===== src/rtl/aes_sbox_pkg.sv =====
// Shared types, constants and GF arithmetic for the composite-field GF((2^4)^2) AES S-box.
// The isomorphism matrices are derived at elaboration from the chosen GF(2^4) and lambda.
package aes_sbox_pkg;

  localparam int unsigned BYTE_W = 8;
  localparam int unsigned WORD_W = 32;

  typedef enum logic [1:0] {StIdle, StFeed, StDrain, StDone} state_e;

  localparam logic [3:0] GF4_POLY     = 4'b0011;  // x^4 + x + 1, x^4 term implied
  // y^2 + y + lambda is irreducible over GF(2^4) because Tr(x^3) = 1
  localparam logic [3:0] GF4_LAMBDA   = 4'b1000;
  localparam logic [7:0] AFFINE_C     = 8'h63;
  localparam logic [7:0] INV_AFFINE_C = 8'h05;

  function automatic logic [3:0] gf4_mul_f(input logic [3:0] a, input logic [3:0] b);
    logic [3:0] p;
    logic [3:0] s;
    p = '0;
    s = a;
    for (int i = 0; i < 4; i++) begin
      if (b[i]) p ^= s;
      s = s[3] ? ({s[2:0], 1'b0} ^ GF4_POLY) : {s[2:0], 1'b0};
    end
    return p;
  endfunction

  function automatic logic [3:0] gf4_sq_f(input logic [3:0] q);
    return {q[3], q[3] ^ q[1], q[2], q[2] ^ q[0]};
  endfunction

  // a^-1 = a^14 = a^2 * a^4 * a^8; maps 0 to 0
  function automatic logic [3:0] gf4_inv_f(input logic [3:0] a);
    logic [3:0] a2, a4, a8;
    a2 = gf4_sq_f(a);
    a4 = gf4_sq_f(a2);
    a8 = gf4_sq_f(a4);
    return gf4_mul_f(gf4_mul_f(a2, a4), a8);
  endfunction

  // Composite element {h, l} = h*y + l with y^2 = y + lambda
  function automatic logic [7:0] comp_mul_f(input logic [7:0] a, input logic [7:0] b);
    logic [3:0] ll;
    ll = gf4_mul_f(a[3:0], b[3:0]);
    return {gf4_mul_f(a[7:4] ^ a[3:0], b[7:4] ^ b[3:0]) ^ ll,
            gf4_mul_f(gf4_mul_f(a[7:4], b[7:4]), GF4_LAMBDA) ^ ll};
  endfunction

  function automatic logic [7:0] iso_map_f(input logic [7:0] a, input logic [63:0] cols);
    logic [7:0] r;
    r = '0;
    for (int i = 0; i < 8; i++) begin
      if (a[i]) r ^= cols[8*i +: 8];
    end
    return r;
  endfunction

  // Column i is beta^i, where beta is a root of x^8+x^4+x^3+x+1 in the composite field
  function automatic logic [63:0] find_iso_cols();
    logic [7:0]  beta, c, c2, c3, c4, c8, pw;
    logic        found;
    logic [63:0] cols;
    beta  = 8'h02;
    found = 1'b0;
    for (int v = 2; v < 256; v++) begin
      c  = 8'(v);
      c2 = comp_mul_f(c, c);
      c3 = comp_mul_f(c2, c);
      c4 = comp_mul_f(c2, c2);
      c8 = comp_mul_f(c4, c4);
      if (!found && ((c8 ^ c4 ^ c3 ^ c ^ 8'h01) == 8'h00)) begin
        found = 1'b1;
        beta  = c;
      end
    end
    pw   = 8'h01;
    cols = '0;
    for (int i = 0; i < 8; i++) begin
      cols[8*i +: 8] = pw;
      pw = comp_mul_f(pw, beta);
    end
    return cols;
  endfunction

  function automatic logic [63:0] invert_cols(input logic [63:0] cols);
    logic [63:0] r;
    r = '0;
    for (int j = 0; j < 8; j++) begin
      for (int v = 0; v < 256; v++) begin
        if (iso_map_f(8'(v), cols) == 8'(1 << j)) r[8*j +: 8] = 8'(v);
      end
    end
    return r;
  endfunction

  function automatic logic [7:0] affine_f(input logic [7:0] b);
    return b ^ {b[6:0], b[7]} ^ {b[5:0], b[7:6]} ^ {b[4:0], b[7:5]} ^ {b[3:0], b[7:4]}
           ^ AFFINE_C;
  endfunction

  function automatic logic [7:0] inv_affine_f(input logic [7:0] b);
    return {b[6:0], b[7]} ^ {b[4:0], b[7:5]} ^ {b[1:0], b[7:2]} ^ INV_AFFINE_C;
  endfunction

  localparam logic [63:0] ISO_COLS     = find_iso_cols();
  localparam logic [63:0] ISO_INV_COLS = invert_cols(ISO_COLS);

endpackage


===== src/rtl/gf4_mul.sv =====
// GF(2^4) multiplier, field polynomial x^4 + x + 1.
module gf4_mul
  import aes_sbox_pkg::*;
(
  input  logic [3:0] a_i,
  input  logic [3:0] b_i,
  output logic [3:0] p_o
);

  always_comb begin
    p_o = gf4_mul_f(a_i, b_i);
  end

endmodule


===== src/rtl/sbox_comp_core.sv =====
// Byte-wide composite-field AES S-box; optional register after the GF(2^4) inversion.
// Inverse S-box path is built only when SBOX_INV_EN is defined.
module sbox_comp_core
  import aes_sbox_pkg::*;
#(
  parameter int unsigned SBOX_PIPE = 1
) (
  input  logic              clk,
  input  logic              rst_n,
`ifdef SBOX_INV_EN
  input  logic              inv_i,
`endif
  input  logic [BYTE_W-1:0] byte_i,
  output logic [BYTE_W-1:0] byte_o
);

  logic [7:0] pre, iso, post;
  logic [3:0] h, hl, hl_l, delta, dinv;
  logic [3:0] h_s, hl_s, dinv_s, nh, nl;

`ifdef SBOX_INV_EN
  assign pre = inv_i ? inv_affine_f(byte_i) : byte_i;
`else
  assign pre = byte_i;
`endif

  assign iso   = iso_map_f(pre, ISO_COLS);
  assign h     = iso[7:4];
  assign hl    = iso[7:4] ^ iso[3:0];
  assign delta = gf4_mul_f(gf4_sq_f(h), GF4_LAMBDA) ^ hl_l;
  assign dinv  = gf4_inv_f(delta);

  gf4_mul u_mul_delta (.a_i(hl), .b_i(iso[3:0]), .p_o(hl_l));

  if (SBOX_PIPE != 0) begin : g_pipe
    logic [3:0] h_q, hl_q, dinv_q;
    always_ff @(posedge clk or negedge rst_n) begin
      if (!rst_n) begin
        h_q    <= '0;
        hl_q   <= '0;
        dinv_q <= '0;
      end else begin
        h_q    <= h;
        hl_q   <= hl;
        dinv_q <= dinv;
      end
    end
    assign h_s    = h_q;
    assign hl_s   = hl_q;
    assign dinv_s = dinv_q;
  end else begin : g_comb
    assign h_s    = h;
    assign hl_s   = hl;
    assign dinv_s = dinv;
  end

  gf4_mul u_mul_hi (.a_i(h_s),  .b_i(dinv_s), .p_o(nh));
  gf4_mul u_mul_lo (.a_i(hl_s), .b_i(dinv_s), .p_o(nl));

  assign post = iso_map_f({nh, nl}, ISO_INV_COLS);

`ifdef SBOX_INV_EN
  assign byte_o = inv_i ? post : affine_f(post);
`else
  assign byte_o = affine_f(post);
`endif

endmodule


===== src/rtl/sbox_word_seq.sv =====
// Byte-serial AES SubWord engine: accepts a word, substitutes its bytes one per cycle.
// Define SBOX_INV_EN to add the inv_i port and inverse S-box mode.
module sbox_word_seq
  import aes_sbox_pkg::*;
#(
  parameter int unsigned SBOX_PIPE = 1
) (
  input  logic              clk,
  input  logic              rst_n,
  input  logic              in_valid,
  output logic              in_ready,
  input  logic [WORD_W-1:0] in_word,
`ifdef SBOX_INV_EN
  input  logic              inv_i,
`endif
  output logic              out_valid,
  input  logic              out_ready,
  output logic [WORD_W-1:0] out_word,
  output logic              busy
);

  state_e            state_q, state_d;
  logic [1:0]        cnt_q, cnt_d;
  logic [WORD_W-1:0] word_q, out_q;
  logic [BYTE_W-1:0] core_in, core_out;
  logic              accept, cap_en;
  logic [1:0]        cap_idx;

  assign accept    = (state_q == StIdle) && in_valid;
  assign in_ready  = (state_q == StIdle);
  assign out_valid = (state_q == StDone);
  assign busy      = (state_q != StIdle);
  assign out_word  = out_q;
  assign core_in   = word_q[{cnt_q, 3'b000} +: BYTE_W];

  always_comb begin
    state_d = state_q;
    cnt_d   = cnt_q;
    unique case (state_q)
      StIdle: begin
        if (in_valid) begin
          state_d = StFeed;
          cnt_d   = '0;
        end
      end
      StFeed: begin
        cnt_d = cnt_q + 2'd1;
        if (cnt_q == 2'd3) state_d = (SBOX_PIPE != 0) ? StDrain : StDone;
      end
      StDrain: state_d = StDone;
      StDone:  if (out_ready) state_d = StIdle;
      default: state_d = StIdle;
    endcase
  end

  always_ff @(posedge clk or negedge rst_n) begin
    if (!rst_n) begin
      state_q <= StIdle;
      cnt_q   <= '0;
      word_q  <= '0;
      out_q   <= '0;
    end else begin
      state_q <= state_d;
      cnt_q   <= cnt_d;
      if (accept) word_q <= in_word;
      if (cap_en) out_q[{cap_idx, 3'b000} +: BYTE_W] <= core_out;
    end
  end

  // Write side trails the feed side by the core's pipeline depth
  if (SBOX_PIPE != 0) begin : g_cap_reg
    logic       cap_en_q;
    logic [1:0] widx_q;
    always_ff @(posedge clk or negedge rst_n) begin
      if (!rst_n) begin
        cap_en_q <= 1'b0;
        widx_q   <= '0;
      end else begin
        cap_en_q <= (state_q == StFeed);
        widx_q   <= cnt_q;
      end
    end
    assign cap_en  = cap_en_q;
    assign cap_idx = widx_q;
  end else begin : g_cap_comb
    assign cap_en  = (state_q == StFeed);
    assign cap_idx = cnt_q;
  end

`ifdef SBOX_INV_EN
  logic inv_q;
  always_ff @(posedge clk or negedge rst_n) begin
    if (!rst_n)      inv_q <= 1'b0;
    else if (accept) inv_q <= inv_i;
  end
`endif

  sbox_comp_core #(
    .SBOX_PIPE(SBOX_PIPE)
  ) u_core (
    .clk   (clk),
    .rst_n (rst_n),
`ifdef SBOX_INV_EN
    .inv_i (inv_q),
`endif
    .byte_i(core_in),
    .byte_o(core_out)
  );

endmodule


===== config.mk =====
export PLATFORM = sky130hd
export DESIGN_NAME = sbox_word_seq
export DESIGN_NICKNAME = d
export VERILOG_FILES = /design/src/rtl/aes_sbox_pkg.sv /design/src/rtl/gf4_mul.sv /design/src/rtl/sbox_comp_core.sv /design/src/rtl/sbox_word_seq.sv
export SDC_FILE = /design/constraint.sdc
export NUM_CORES = 1
export LEC_CHECK = 0
export CAP_MARGIN = 20
export CORE_ASPECT_RATIO = 0.75
export CORE_UTILIZATION = 33
export CTS_CLUSTER_SIZE = 12
export DETAILED_ROUTE_END_ITERATION = 6
export DONT_BUFFER_PORTS = 1
export HOLD_SLACK_MARGIN = 0.12
export PLACE_DENSITY = 0.45
export SYNTH_ARGS = -nofsm -noshare
export SYNTH_HDL_FRONTEND = slang
export SYNTH_HIERARCHICAL = 1
export SYNTH_SLANG_ARGS = --single-unit

===== constraint.sdc =====
create_clock -name clk -period 14.45 [get_ports clk]
set_input_delay 1.445 -clock clk [delete_from_list [all_inputs] [get_ports clk]]
set_output_delay 1.445 -clock clk [all_outputs]
set_load 0.005 [all_outputs]

==> results of run 1 <==
==> metal layers <==
layer	share of wire, %	GRT usage [%]
met5	0.11	0
met4	0.66	3.13
met3	6.2	5.23
met2	44	22.6
met1	49	20.9
==> state kept, by name, indices dropped and copies added, names as in the netlist <==
name and flops:
u_core/g_pipe.hl_q 4, state_q 2, cap_en 1, u_core/g_pipe.h_q 4, out_word 32, u_core/dinv_s 4
cnt_q 2, word_q 32, cap_idx 2
==> cell usage after synthesis, types with 3 or more instances <==
library cell | count | area, um2
dfrtp_1 | 83 | 2080
mux2_2 | 43 | 484
xnor2_1 | 41 | 359
nand2_1 | 38 | 143
a22o_1 | 32 | 280
xor2_1 | 21 | 184
o21ai_0 | 15 | 75.1
a21oi_1 | 12 | 60.1
ha_1 | 11 | 138
inv_1 | 11 | 41.3
nor2_1 | 11 | 41.3
nand2b_1 | 10 | 62.6
buf_2 | 9 | 45.0
buf_6 | 8 | 90.1
mux4_2 | 8 | 180
a22oi_1 | 6 | 45.0
clkbuf_1 | 6 | 22.5
mux2i_1 | 5 | 50.1
o21ai_1 | 5 | 25.0
a211oi_1 | 4 | 30.0
a32oi_1 | 4 | 35.0
nand3_1 | 4 | 20.0
xnor3_1 | 4 | 90.1
a31oi_1 | 3 | 18.8
nor2b_2 | 3 | 26.3
nor3b_1 | 3 | 22.5
o221ai_1 | 3 | 26.3
==> critical path, delay by kind of cell (launching register included) <==
kind,cells,cell delay [ns]
flops,1,0.78
mux,2,1.04
compound gates,4,0.71
simple gates,2,0.25
fa+ha+maj,1,0.63
xor+xnor,7,2.95
==> cell usage in the layout (no fill, tap or decap), types with 3 or more instances in the layout <==
master     synthesis  layout
mux4_2             8       8
nand3_1            4       4
a21oi_1           12      12
inv_1             11      11
o21ai_0           15      15
nor3b_1            3       3
nand2b_1          10      10
o221ai_1           3       3
dfrtp_1           83      83
clkbuf_16          0       9
nor2_1            11      11
nand2_1           38      38
xnor2_1           41      41
ha_1              11      11
mux2i_1            5       5
a22o_1            32      32
a31oi_1            3       3
a32oi_1            4       4
o21ai_1            5       5
xnor3_1            4       4
a211oi_1           4       4
mux2_2            43      43
xor2_1            21      21
a22oi_1            6       6
nor2b_2            3       3
==> cell families after synthesis <==
kind of cell / count (synthesis)
AO/OA/AOI/OAI: 102
AND/OR/NAND/NOR: 85
flip-flops: 83
XOR/XNOR: 73
multiplexers: 56
buffers and inverters: 38
adder cells (fa/ha/maj): 11
==> through the flow <==
step / worst slack (ns) / instance area [um2] / hold WS, ns / cells
after global placement: 8.14 / 5260 / 0.483 / 630
after CTS: 7.89 / 5550 / 0.508 / 646
final: 7.93 / 5550 / 0.508 / 646
after floorplan: 9.15 / 5160 / 0.376 / 448
after global routing: 7.38 / 5550 / 0.523 / 646
after detailed placement: 7.90 / 5260 / 0.493 / 630
==> final cells by class <==
class                      count  area share (%)
multi-input combinational    327            51.6
inverter                      13           0.880
timing repair buffer           2           0.271
tap                          205            4.63
clock inverter                 6           0.857
sequential                    83            37.5
clock buffer                  10            4.31
==> worst min path at each step <==
stage               start          to  slack, ns  cells after the start
3_5_place_dp   word_q[10]  word_q[10]       0.49                      1
4_1_cts        word_q[10]  word_q[10]       0.51                      1
3_3_place_gp    word_q[0]   word_q[0]       0.48                      1
2_1_floorplan    cnt_q[1]  cap_idx[1]       0.38                      0
6_report       word_q[10]  word_q[10]       0.51                      1
5_1_grt         word_q[6]   word_q[6]       0.52                      1
==> impl_metrics.json, run 1 <==
{
  "status": "complete, no violations",
  "hold_viol": 0,
  "drive_above_1_share_pct": 20.4,
  "synth-seq-area-share_pct": 40.3,
  "synth-simple-area-share_pct": 9.12,
  "fin_util_pct": 36.4,
  "grt_use_total_pct": 15.1,
  "worst_slew_pin_slew_ns": 0.934,
  "clock_latency_ns": 0.34,
  "cts_hold_buffers": 0,
  "wl_per_cell_um": 17.7,
  "layout.nets": 483,
  "critPathKind": "reg -> reg",
  "dieArea_um2": 16100,
  "rsz0062_at_grt": "false",
  "maxSlewHeadroom_pct": 37.3,
  "synth_flop_cell": "dfrtp_1",
  "register_area_um2": 2080,
  "cts_root_buffer": "clkbuf_16",
  "grt_pass1_vias": 3408,
  "clock_path_buffers": 2,
  "yosys-mux-area-fraction_pct": 13.9,
  "max_freq_mhz": 153,
  "wirelength_um": 11400,
  "reg2reg_from": "cnt_q[0]",
  "dieHeight_um": 110,
  "rr_endpoint": "u_core/dinv_s[0]",
  "crit_path_start_kind": "flip-flop",
  "period_minus_slack_ns": 6.52,
  "multi_input_area_um2": 2860,
  "skew_ns": 0.00961,
  "rows": 39,
  "synth_compound_area_share_pct": 14.5,
  "path_clk_slew_ns": 0.06,
  "antenna_found_initial": 2,
  "cap_violations": 0,
  "synth_top_family_by_area": "XOR/XNOR gates",
  "startpoint": "cnt_q[0]",
  "port_buffers": 0,
  "dieWidth_um": 146,
  "via_per_inst": 5.30,
  "synth-adder-area-share_pct": 2.67,
  "syn2layout_area_growth_pct": 7.55,
  "antennaDiodeCount": 0,
  "fillers": 1495,
  "ioPinCount": 71,
  "routed-via-count": 3424,
  "cts_tree": "yes",
  "ys_warn_count": 6,
  "antenna_left": 0,
  "grt_max_degree": 84,
  "grt_pass1_wl_um": 18900,
  "synthXorXnorAreaFrac_pct": 15.3,
  "endpoint_kind": "flip-flop",
  "syn-num-nets": 495,
  "drt_iter0_drc": 185,
  "cts_buffers": 9,
  "async_reset_ff_share_pct": 100,
  "start_util_pct": 33.9,
  "hp-class": "reg -> reg",
  "r2r_cells": 16,
  "postCtsSetupBuffers": 0,
  "crit_end": "u_core/dinv_s[0]",
  "firstDrtPassIters": 4,
  "period_share_pct": 45.2,
  "htreeDepth": 3,
  "path_max_fanout": 18,
  "dp_hpwl_um": 8140,
  "drc": 0,
  "clock-sinks": 83,
  "final-setup-viol-count": 0,
  "critPathSlowestCell": "xnor2_1",
  "synth_area_um2": 5160,
  "postSynthCellCount": 448,
  "required_ns": 14.63,
  "synth_seq_cells": 83,
  "arrival_ns": 6.71,
  "finalSetupTns_ns": 0,
  "crit_top_cell": "xnor2_1",
  "postCtsResizedCells": 0,
  "rrSetupSlack_ns": 7.93,
  "core_um2": 15200,
  "synth.avg_cell_area_um2": 11.5,
  "slowest_delay_ns": 0.80,
  "place_congestion": 0.787,
  "overflow": 0,
  "synth_cell_types": 62,
  "slew_viol_final": 0,
  "synth_edf_count": 0,
  "cp_cell_sequence": "mux4_2 -> xnor2_2 -> xnor2_1 -> xnor2_1 -> mux2_2 -> a22oi_1 -> xor2_1 -> xor3_1 -> xnor3_1 -> xnor2_1 -> ha_1 -> nor2_1 -> nand4_1 -> o21ai_1 -> a221oi_1 -> o221ai_1"
}
Power of run 1 is left out: the tool's default activity adds up to more than one toggle a clock period on the data nets, which glitch-free logic cannot reach.
==> run 2, diff against run 1 <==
Clock period 14.45 ns to 6.1 ns, I/O delays scaled along.
==> run 2 against run 1 <==
  * Fmax rose by 19%
  * Flip-flop and latch count is the same
  * Design area is 2.1% higher
  * Largest cell class unchanged
  * Utilization grew 0.75 points
  * Die area is the same
  * Critical path type unchanged
  * Highest routed layer unchanged
==> impl_metrics.json, run 2 (synthesized netlist as in run 1, its figures left out) <==
{
  "cap_violations": 0,
  "status": "complete, no violations",
  "slowest_delay_ns": 0.64,
  "syn2layout_area_growth_pct": 9.75,
  "rsz0062_at_grt": "false",
  "period_minus_slack_ns": 5.46,
  "grt_max_degree": 84,
  "cp_cell_sequence": "mux4_2 -> xnor2_1 -> xnor2_1 -> xnor2_1 -> buf_4 -> mux2_2 -> a22oi_1 -> xor2_1 -> xor3_1 -> xnor3_1 -> xnor2_1 -> ha_1 -> nor2_1 -> a21oi_1 -> a31oi_1 -> a221oi_1 -> o221ai_1",
  "dp_hpwl_um": 8070,
  "dieWidth_um": 146,
  "endpoint_kind": "flip-flop",
  "worst_slew_pin_slew_ns": 0.847,
  "drc": 0,
  "dieHeight_um": 110,
  "clock-sinks": 83,
  "dieArea_um2": 16100,
  "crit_path_start_kind": "flip-flop",
  "firstDrtPassIters": 4,
  "path_clk_slew_ns": 0.06,
  "crit_top_cell": "xnor2_1",
  "critPathSlowestCell": "dfrtp_1",
  "antenna_left": 0,
  "stdcell_count": 654,
  "place_congestion": 0.796,
  "drt_iter0_drc": 157,
  "crit_buf_inv": 1,
  "cts_buffers": 9,
  "rows": 39,
  "overflow": 0,
  "postCtsSetupBuffers": 0,
  "maxSlewHeadroom_pct": 43.4,
  "final_common_cell": "dfrtp_1",
  "routed-via-count": 3454,
  "wl_per_cell_um": 17.3,
  "period_share_pct": 89.6,
  "ioPinCount": 71,
  "arrival_ns": 5.65,
  "path_max_fanout": 18,
  "port_buffers": 0,
  "required_ns": 6.29,
  "layout.nets": 491,
  "dp.cells": 637,
  "hp-class": "in -> async",
  "cts_root_buffer": "clkbuf_16",
  "wirelength_um": 11300,
  "critPathKind": "reg -> reg",
  "start_util_pct": 33.9,
  "antenna_found_initial": 3,
  "slew_viol_final": 0,
  "fillers": 1489,
  "drive_above_1_share_pct": 22.0,
  "hold_viol": 0,
  "clock_latency_ns": 0.34,
  "clock_path_buffers": 2,
  "antennaDiodeCount": 0,
  "cp_top_family": "XOR/XNOR gates",
  "htreeDepth": 3,
  "finalSetupTns_ns": 0,
  "max_freq_mhz": 183,
  "final-setup-viol-count": 0,
  "via_per_inst": 5.28,
  "final_cell_mix": "dfrtp_1, mux2_2, xnor2_1",
  "grt_pass1_wl_um": 18700,
  "grt_pass1_vias": 3416,
  "cts_tree": "yes",
  "core_um2": 15200,
  "skew_ns": 0.00848,
  "grt_use_total_pct": 14.9
}
-- run 2: final timing paths --
| kind | cells after the start | from | slack [ns] | to |
|---|---|---|---|---|
| max | 17 | cnt_q[0] | 0.64 | u_core/dinv_s[0] |
| min | 1 | rst_n | 0.16 | out_word[29] |
| max reg2reg | 17 | cnt_q[0] | 0.64 | u_core/dinv_s[0] |
| min reg2reg | 1 | word_q[27] | 0.50 | word_q[27] |
| max in group asynchronous | 1 | rst_n | 5.57 | word_q[23] |
| min in group clk | 1 | in_word[31] | 0.42 | word_q[31] |
-- run 2: routing by layer --
metal	up-vias	routed length (um)	GRT usage [%]
li1	1631	-	-
met1	1718	5610	20.7
met2	90	4930	22.1
met3	11	668	4.73
met4	4	98	4.02
met5	-	31	0
-- run 2: repair_timing --
item / 4_1_cts / 5_1_grt
endpoints found under the setup margin: 0 / 1
gates resized for setup: 0 / 2
hold buffers: 1 / 0
endpoints found under the hold margin: 83 / 0
-- run 2: area by class of cell --
class	instances	area (um2)	area share [%]
Multi-Input combinational cell	327	2880	50.8
Sequential cell	83	2080	36.7
Tap cell	205	256	4.53
Clock buffer	11	243	4.29
Timing Repair Buffer	10	95.1	1.68
Clock inverter	5	62.6	1.11
Inverter	13	48.8	0.862
-- run 2: per-stage QoR --
| step | hold WS (ns) | area (um2) | worst slack, ns | util, % |
|---|---|---|---|---|
| final | 0.157 | 5660 | 0.635 | 37.2 |
| after global routing | 0.179 | 5660 | 0.104 | 37.2 |
| after CTS | 0.179 | 5640 | 0.380 | 37.1 |
| after detailed placement | 0.316 | 5310 | 0.406 | 34.9 |
| after global placement | 0.317 | 5310 | 0.606 | 34.9 |
| after floorplan | 0.314 | 5160 | 0.801 | - |
Power of run 2 is left out for the same reason.
==> run 3, diff against run 2 <==
Settings changed: ABC_AREA set to 1.
==> run 3 against run 2 <==
  * Routed wire length grew 24%
  * Non-clock buffer count shrank 7
  * First-iteration DRC count grew 130%
  * Flip-flop and latch count is the same
  * Setup slack gained 0.18 ns
  * Final cell count grew 67%
  * Utilization grew 0.15 points
  * Design area grew 13%
  * Clock skew is essentially flat
  * Via count grew 47%
  * Die area grew 13%
==> impl_metrics.json, run 3 <==
{
  "clock-sinks": 83,
  "critPathSlowestCell": "dfrtp_1",
  "cts_buffers": 9,
  "final_common_cell": "nand2_1",
  "reg2reg_from": "cnt_q[0]",
  "wirelength_um": 14100,
  "hp-class": "in -> async",
  "synth_flop_cell": "dfrtp_1",
  "maxSlewHeadroom_pct": 44.1,
  "synth_edf_count": 0,
  "synth_cell_types": 31,
  "grt_max_degree": 84,
  "hold_viol": 0,
  "cp_top_family": "simple AND/OR/NAND/NOR gates",
  "clock_latency_ns": 0.35,
  "rrSetupSlack_ns": 0.81,
  "finalSetupTns_ns": 0,
  "status": "complete, no violations",
  "dieHeight_um": 117,
  "endpoint_kind": "flip-flop",
  "cap_violations": 0,
  "overflow": 0,
  "rr_endpoint": "u_core/dinv_s[1]",
  "grt_pass1_wl_um": 23600,
  "required_ns": 6.34,
  "slew_viol_final": 0,
  "synth_area_leader_cell": "dfrtp_1",
  "synth_most_common_cell": "nand2_1",
  "place_congestion": 0.872,
  "cts_root_buffer": "clkbuf_16",
  "path_max_fanout": 27,
  "rsz0062_at_grt": "false",
  "worst_slew_pin_slew_ns": 0.836,
  "crit_buf_inv": 9,
  "synth_area_um2": 5850,
  "max_freq_mhz": 189,
  "core_um2": 17100,
  "fin_util_pct": 37.3,
  "ys_warn_count": 6,
  "synth-seq-area-share_pct": 35.5,
  "antenna_left": 0,
  "postCtsSetupBuffers": 0,
  "arrival_ns": 5.52,
  "async_reset_ff_share_pct": 100,
  "path_clk_slew_ns": 0.07,
  "dieArea_um2": 18300,
  "routed-via-count": 5065,
  "design_area_um2": 6370,
  "drt_iter0_drc": 364,
  "dpl_cell_area_um2": 6060,
  "start_util_pct": 34.2,
  "syn2layout_area_growth_pct": 9.03,
  "skew_ns": 0.00887,
  "period_share_pct": 86.7,
  "drive_above_1_share_pct": 9.82,
  "fin_hold_ws_ns": 0.160,
  "r2r_cells": 40,
  "syn-num-nets": 900,
  "antennaDiodeCount": 0,
  "grt_pass1_vias": 4907,
  "ioPinCount": 71,
  "port_buffers": 0,
  "grt_use_total_pct": 16.5,
  "crit_top_cell": "nand2_1",
  "via_per_inst": 4.64,
  "critPathKind": "reg -> reg",
  "cts_tree": "yes",
  "htreeDepth": 3,
  "final-setup-viol-count": 0,
  "clock_path_buffers": 2,
  "postSynthCellCount": 853,
  "layout.nets": 897,
  "dp_hpwl_um": 10700,
  "synthTopCellsByArea": "dfrtp_1, nand2_1, nand3_1",
  "synth_commonest_cells": "nand2_1, dfrtp_1, inv_1, nand3_1, nor2_1",
  "synth_seq_cells": 83,
  "wl_per_cell_um": 12.9,
  "rows": 41,
  "synth.avg_cell_area_um2": 6.85,
  "final_cell_mix": "nand2_1, dfrtp_1, inv_1",
  "slowest_delay_ns": 0.42,
  "drc": 0,
  "crit_path_start_kind": "flip-flop",
  "dieWidth_um": 156,
  "synth_top_area_share_pct": 35.5,
  "antenna_found_initial": 0,
  "firstDrtPassIters": 5,
  "period_minus_slack_ns": 5.29
}
-- run 3: cell count changes after synthesis, moves of 11 or more --
cell,previous run,this run
nand2_1,38,356
nand3_1,4,79
inv_1,11,81
mux2_2,43,0
nor2_1,11,45
a22o_1,32,0
nand2_2,1,29
xnor2_1,41,21
o211ai_1,2,16
o21ai_0,15,2
inv_2,2,13
nand4_1,2,13
-- run 3: kinds of logic after synthesis --
| kind of cell | Yosys count | synth area share [%] |
|---|---|---|
| xor+xnor | 52 | 7.92 |
| flops | 83 | 35.5 |
| simple gates | 546 | 41.5 |
| fa+ha+maj | 11 | 2.35 |
| compound gates | 46 | 4.69 |
| buf+inv | 115 | 8.05 |
-- run 3: routing by layer --
| metal | wire, um | vias to the layer above | part of all wire (%) | GRT usage (%) |
|---|---|---|---|---|
| met5 | 0 | - | 0 | 0 |
| met4 | 198 | 0 | 1.4 | 5.10 |
| met3 | 690 | 13 | 4.9 | 4.05 |
| met2 | 6220 | 99 | 44 | 26.9 |
| met1 | 6950 | 2297 | 49 | 21.7 |
| li1 | - | 2656 | - | - |
-- run 3: layout make-up --
| cell class | count | area, um2 |
|---|---|---|
| Sequential cell | 83 | 2080 |
| Inverter | 98 | 374 |
| Clock inverter | 6 | 57.6 |
| Multi-Input combinational cell | 655 | 3300 |
| Tap cell | 236 | 295 |
| Clock buffer | 10 | 229 |
| Fill cell | 1845 | 10700 |
| Timing Repair Buffer | 3 | 42.5 |
-- run 3: worst max path at each step --
stage,cells after the start,start,to
6_report,40,cnt_q[0],u_core/dinv_s[1]
2_1_floorplan,38,cnt_q[0],u_core/dinv_s[3]
5_1_grt,38,cnt_q[0],u_core/dinv_s[3]
4_1_cts,41,cnt_q[0],u_core/dinv_s[1]
3_5_place_dp,41,cnt_q[0],u_core/dinv_s[1]
3_3_place_gp,38,cnt_q[0],u_core/dinv_s[3]
-- run 3: through the flow --
stage	instances	setup WS [ns]
after CTS	1091	0.585
after detailed placement	1074	0.590
final	1091	0.813
after global placement	1074	0.736
after global routing	1091	0.154
after floorplan	853	1.78
-- run 3: timing repair --
item	4_1_cts	5_1_grt
hold buffers	1	0
resized for setup	0	1
hold endpoints to repair	83	0
endpoints found under the setup margin	0	2
Power of run 3 is left out for the same reason.
